[config.mk]
export PLATFORM = sky130hd
export DESIGN_NAME = tile_draw_scheduler
export DESIGN_NICKNAME = d
export VERILOG_FILES = /design/src/rtl/tile_draw_scheduler.sv
export SDC_FILE = /design/constraint.sdc
export NUM_CORES = 1
export LEC_CHECK = 0
export CORE_UTILIZATION = 40
export CTS_CLUSTER_DIAMETER = 80
export DETAILED_ROUTE_END_ITERATION = 12
export GPL_TIMING_DRIVEN = 0
export PLACE_DENSITY = 0.77
export SLEW_MARGIN = 0
export SYNTH_ARGS = -nofsm -noshare
export SYNTH_HDL_FRONTEND = slang
export SYNTH_SLANG_ARGS = --single-unit
[constraint.sdc]
create_clock -name clock -period 1.6 [get_ports clock]
set_input_delay 0.48 -clock clock [delete_from_list [all_inputs] [get_ports clock]]
set_output_delay 0.48 -clock clock [all_outputs]
set_load 0.1 [all_outputs]
[src/rtl/tile_draw_scheduler.sv]
// Two-requester tile painter for the 160x120 VGA plot port: grants one request,
// sweeps a TILE_SIZE^2 raster one pixel per clock. Define TILE_DRAW_RR_EN for round-robin.
module tile_draw_scheduler #(
    parameter int X0        = 40,
    parameter int Y0        = 20,
    parameter int SPACING   = 48,
    parameter int TILE_SIZE = 32
) (
    input  logic       clock,
    input  logic       reset,
    input  logic [1:0] req,
    input  logic [1:0] tile0,
    input  logic [2:0] colour0,
    input  logic [1:0] tile1,
    input  logic [2:0] colour1,
    output logic [1:0] ack,
    output logic [1:0] done,
    output logic       busy,
    output logic [7:0] x,
    output logic [7:0] y,
    output logic [2:0] colour,
    output logic       plot
);
    localparam int CW = (TILE_SIZE > 1) ? $clog2(TILE_SIZE) : 1;
    localparam logic [CW-1:0] LAST = CW'(TILE_SIZE - 1);
    localparam logic [7:0] LX0 = 8'(X0);
    localparam logic [7:0] LY0 = 8'(Y0);
    localparam logic [7:0] LSP = 8'(SPACING);

    typedef enum logic [1:0] {S_IDLE, S_DRAW, S_DONE} state_t;

    state_t          r_state, w_next_state;
    logic            r_owner;
    logic [1:0]      r_tile;
    logic [2:0]      r_colour;
    logic [CW-1:0]   r_cx, r_cy;
    logic            w_win;
    logic            w_last_px;
    logic [7:0]      w_ox, w_oy;

`ifdef TILE_DRAW_RR_EN
    logic r_last;

    // Pointer names the requester granted most recently; contention goes to the other.
    always_ff @(posedge clock) begin
        if (reset)
            r_last <= 1'b1;
        else if (r_state == S_IDLE && req != 2'b00)
            r_last <= w_win;
    end

    always_comb begin
        w_win = req[1];
        if (req == 2'b11)
            w_win = ~r_last;
    end
`else
    always_comb begin
        w_win = ~req[0];
    end
`endif

    assign w_last_px = (r_cx == LAST) && (r_cy == LAST);

    always_comb begin
        w_next_state = r_state;
        case (r_state)
            S_IDLE:  if (req != 2'b00) w_next_state = S_DRAW;
            S_DRAW:  if (w_last_px) w_next_state = S_DONE;
            S_DONE:  w_next_state = S_IDLE;
            default: w_next_state = S_IDLE;
        endcase
    end

    always_ff @(posedge clock) begin
        if (reset) begin
            r_state  <= S_IDLE;
            r_owner  <= 1'b0;
            r_tile   <= 2'b00;
            r_colour <= 3'b000;
            r_cx     <= '0;
            r_cy     <= '0;
        end else begin
            r_state <= w_next_state;
            if (r_state == S_IDLE && req != 2'b00) begin
                r_owner  <= w_win;
                r_tile   <= w_win ? tile1 : tile0;
                r_colour <= w_win ? colour1 : colour0;
                r_cx     <= '0;
                r_cy     <= '0;
            end else if (r_state == S_DRAW) begin
                // Power-of-two edge: both counters wrap to 0 on their own.
                r_cx <= r_cx + 1'b1;
                if (r_cx == LAST)
                    r_cy <= r_cy + 1'b1;
            end
        end
    end

    assign w_ox = LX0 + (r_tile[0] ? LSP : 8'd0);
    assign w_oy = LY0 + (r_tile[1] ? LSP : 8'd0);

    always_comb begin
        ack    = 2'b00;
        done   = 2'b00;
        busy   = 1'b0;
        x      = 8'd0;
        y      = 8'd0;
        colour = 3'b000;
        plot   = 1'b0;
        case (r_state)
            S_DRAW: begin
                plot   = 1'b1;
                busy   = 1'b1;
                x      = w_ox + 8'(r_cx);
                y      = w_oy + 8'(r_cy);
                colour = r_colour;
                // Counters are cleared at grant, so (0,0) marks the first DRAW cycle.
                if (r_cx == '0 && r_cy == '0)
                    ack = r_owner ? 2'b10 : 2'b01;
            end
            S_DONE: begin
                busy = 1'b1;
                done = r_owner ? 2'b10 : 2'b01;
            end
            default: ;
        endcase
    end
endmodule

==> metrics, run 1 <==
crit path max fanout 3; Final Max Tran Viols 0; register area ~400 sq um; worst path required time ~1.1 ns; CTS tree yes; RSZ-0062 raised after global routing yes; CP endpoint kind output pin; flops & latches, synth 18; Most used DFF post-synth dfxtp_1; pre-CTS WS -1.36 ns; root buf cell clkbuf_4; total global-route track usage 0.200; Power Density 920 nW/um^2; die area roughly 3400 sq um; outcome complete, but fails checks; worst stage delay on the critical path approximately 0.34 ns; Setup crit start kind flip-flop; failing checks negative setup slack; pin count of the biggest net entering global routing 11; first-pass GRT wire length ~5 mm; Hold Path Stages 2; Final Hold Vio Count 0; die width 58.1 um; count leader, synth dfxtp_1; Congestion Overflow GR 0; area grow syn2layout 93.9%; Post-synth ARST share 0; DR iter-0 viols 63; Final Critical Period between 2 and 2.5 ns; Remaining DRCs 0; Initial Utilization 0.438; placed insts roughly 220; HP Start req[0]; Critical Path AT approximately 1.9 ns; top cell type's share of synthesized area 0.286; max_slew headroom 0.372; hold crit path type input pin to flip-flop; Post-synth EDFFs 0; initial antenna violation count 0; Via density about 5; Leakage Power roughly 1 nW; Syn. warnings 0; WL final ~4.3 mm; max cap viols 0; post-route ant nets 0; Synth area leader dfxtp_1; Unique masters post-synth 32; later-pin clock latency in the skew report 0.30 ns; final period utilization 1.45; setup violators final 28; most frequent CP cell buf_6; Worst R2R Path Depth 10; PnR worst setup slack -0.726 ns; die height ~58 um; crit-path cells inv_2, ha_4, buf_6, nor2b_4, nand4_1, nor4_4, buf_6; Post-Syn Area between 1000 and 1500 sq um; GP Congestion between 0.7 and 0.8; layout cell share with drive strength beyond 1 0.598; WS Path Type flip-flop to output pin; Fillers 132; DP Wirelength between 2 and 2.5 mm; Commonest cells post-synth dfxtp_1, and2_1, ha_1, inv_1; first-pass iteration count of the detailed router 4; CP delay by family, top simple AND/OR/NAND/NOR gates; DR vias roughly 1300; IO Pins 39; Final #Nets roughly 240; clk sink count 18; Clock Skew between 0.008 and 0.009 ns; Critical path buffers and inverters 3; clock buffer depth 2; Clock transition at path regs roughly 0.10 ns; CTS buffer count 3; fmax about 0.43 GHz; Synth area leaders dfxtp_1, ha_1, and2_1; RR Endpoint r_cx[2]; reg2reg setup slack -0.06 ns; hold-fix buffers at CTS 0; H-tree depth 1; Critical R2R Launch r_state[1]; routed wire length per instance around 17 um; std cell rows 19; Core ar. around 2900 sq um; Synth Instances 144; Worst VDD drop just under 0.9 mV; area of the multi-input gates 1040 sq um; PortBufs 34; vias in the first global route between 1000 and 1500; Seq/Total Area, Yosys 0.286; highest-delay cell along the critical path dfxtp_2; Antenna diodes 0; syn_area_per_cell approximately 8.7 sq um; Finished Layout Cells ~250; measured slew at the worst slew-check pin 0.946 ns; Min-Delay Endpoint r_owner
## logic make-up after synthesis
logic type | synth area share
AO/OA/AOI/OAI | 0.101
XOR/XNOR | 0.0417
adder cells (fa/ha/maj) | 0.181
buffers and inverters | 0.0954
flip-flops | 0.286
multiplexers | 0.0557
other | 0.00298
AND/OR/NAND/NOR | 0.236
## sequential cells by signal (all words and copies together), names as in the netlist
signal    cells
r_cx          5
r_tile        2
r_cy          5
r_owner       1
r_state       2
r_colour      3
## repair_timing
action / in CTS / in global routing
gates resized for setup: 231 / 30
hold endpoints to repair: 0 / 0
buffers inserted: 14 / 16
endpoints found under the setup margin: 26 / 26
gates cloned: 1 / 0
pin swaps: 7 / 18
## per-stage QoR
stage	power, mW	utilization	TNS [ns]	instance area, sq um	hold slack [ns]
2_1_floorplan	1.39	-	-11.57	1380	0.478
3_3_place_gp	1.57	0.617	-27.90	1770	0.494
3_5_place_dp	1.59	0.617	-28.60	1770	0.499
4_1_cts	2.11	0.778	-10.19	2240	0.410
5_1_grt	2.33	0.849	-12.73	2440	0.433
6_report	2.25	0.849	-11.12	2440	0.423
## routing by layer
metal / vias up / track usage / part of all wire
met5: - / 0 / 0
met4: 0 / 0.0510 / 0.015
met3: 10 / 0.0558 / 0.050
met2: 51 / 0.384 / 0.55
met1: 622 / 0.213 / 0.39
li1: 600 / - / -
## report_power, final
| part | internal [mW] | switching [mW] |
|---|---|---|
| Combinational | 0.607 | 0.874 |
| Clock | 0.0879 | 0.151 |
| Sequential | 0.487 | 0.0394 |
| Total | 1.18 | 1.06 |
## worst register-to-register path, delay by kind of cell, from the launching register on
family	cells	cell delay, ns
adder cells (fa/ha/maj)	1	0.15
buffers and inverters	6	0.69
flip-flops	1	0.35
XOR/XNOR	1	0.24
AND/OR/NAND/NOR	2	0.15
## layout by cell type (no fill, tap or decap), types with 2 or more instances in the layout
cell	instances
nor2_2	7
buf_12	20
mux2i_1	7
ha_4	7
clkbuf_4	3
and2_4	13
dfxtp_1	8
ha_1	7
a211oi_1	6
buf_8	2
xnor2_1	4
nand2_1	4
a21oi_2	4
buf_6	11
o21a_1	2
clkdlybuf4s50_1	11
nor2_1	7
nor4_4	2
nand3_1	4
fa_2	2
nor2b_4	5
inv_2	4
dfxtp_2	2
inv_1	10
conb_1	2
nand4_1	2
buf_4	22
xor2_1	2
dfxtp_4	8
## worst max path at each step
stage               start     end  slack [ns]  cells after the start
6_report       r_state[1]  ack[0]       -0.73                      7
5_1_grt        r_state[1]  ack[0]       -0.84                      7
4_1_cts        r_state[1]  ack[0]       -0.64                      7
3_5_place_dp   r_state[1]    x[4]       -1.36                      6
3_3_place_gp   r_state[1]    x[4]       -1.36                      6
2_1_floorplan  r_state[1]  ack[0]       -1.78                      6
## cell type report
type | instances | share of cell area
well taps | 42 | 0.0215
flip-flops and latches | 18 | 0.161
multi-input cells | 103 | 0.426
repair buffers | 62 | 0.322
plain buffers | 8 | 0.0349
inverters | 15 | 0.0251
clock buffers | 3 | 0.00923
No activity file was read; power rests on OpenSTA's default activity.
==> run 2, diff against run 1 <==
--- a/config.mk
+++ b/config.mk
@@ -5,6 +5,7 @@
 export SDC_FILE = /design/constraint.sdc
 export NUM_CORES = 1
 export LEC_CHECK = 0
+export CAP_MARGIN = 0
 export CORE_UTILIZATION = 40
 export CTS_CLUSTER_DIAMETER = 80
 export DETAILED_ROUTE_END_ITERATION = 12
==> results of run 2 <==
The final DEF is identical to that of run 1; final timing and power are the same.
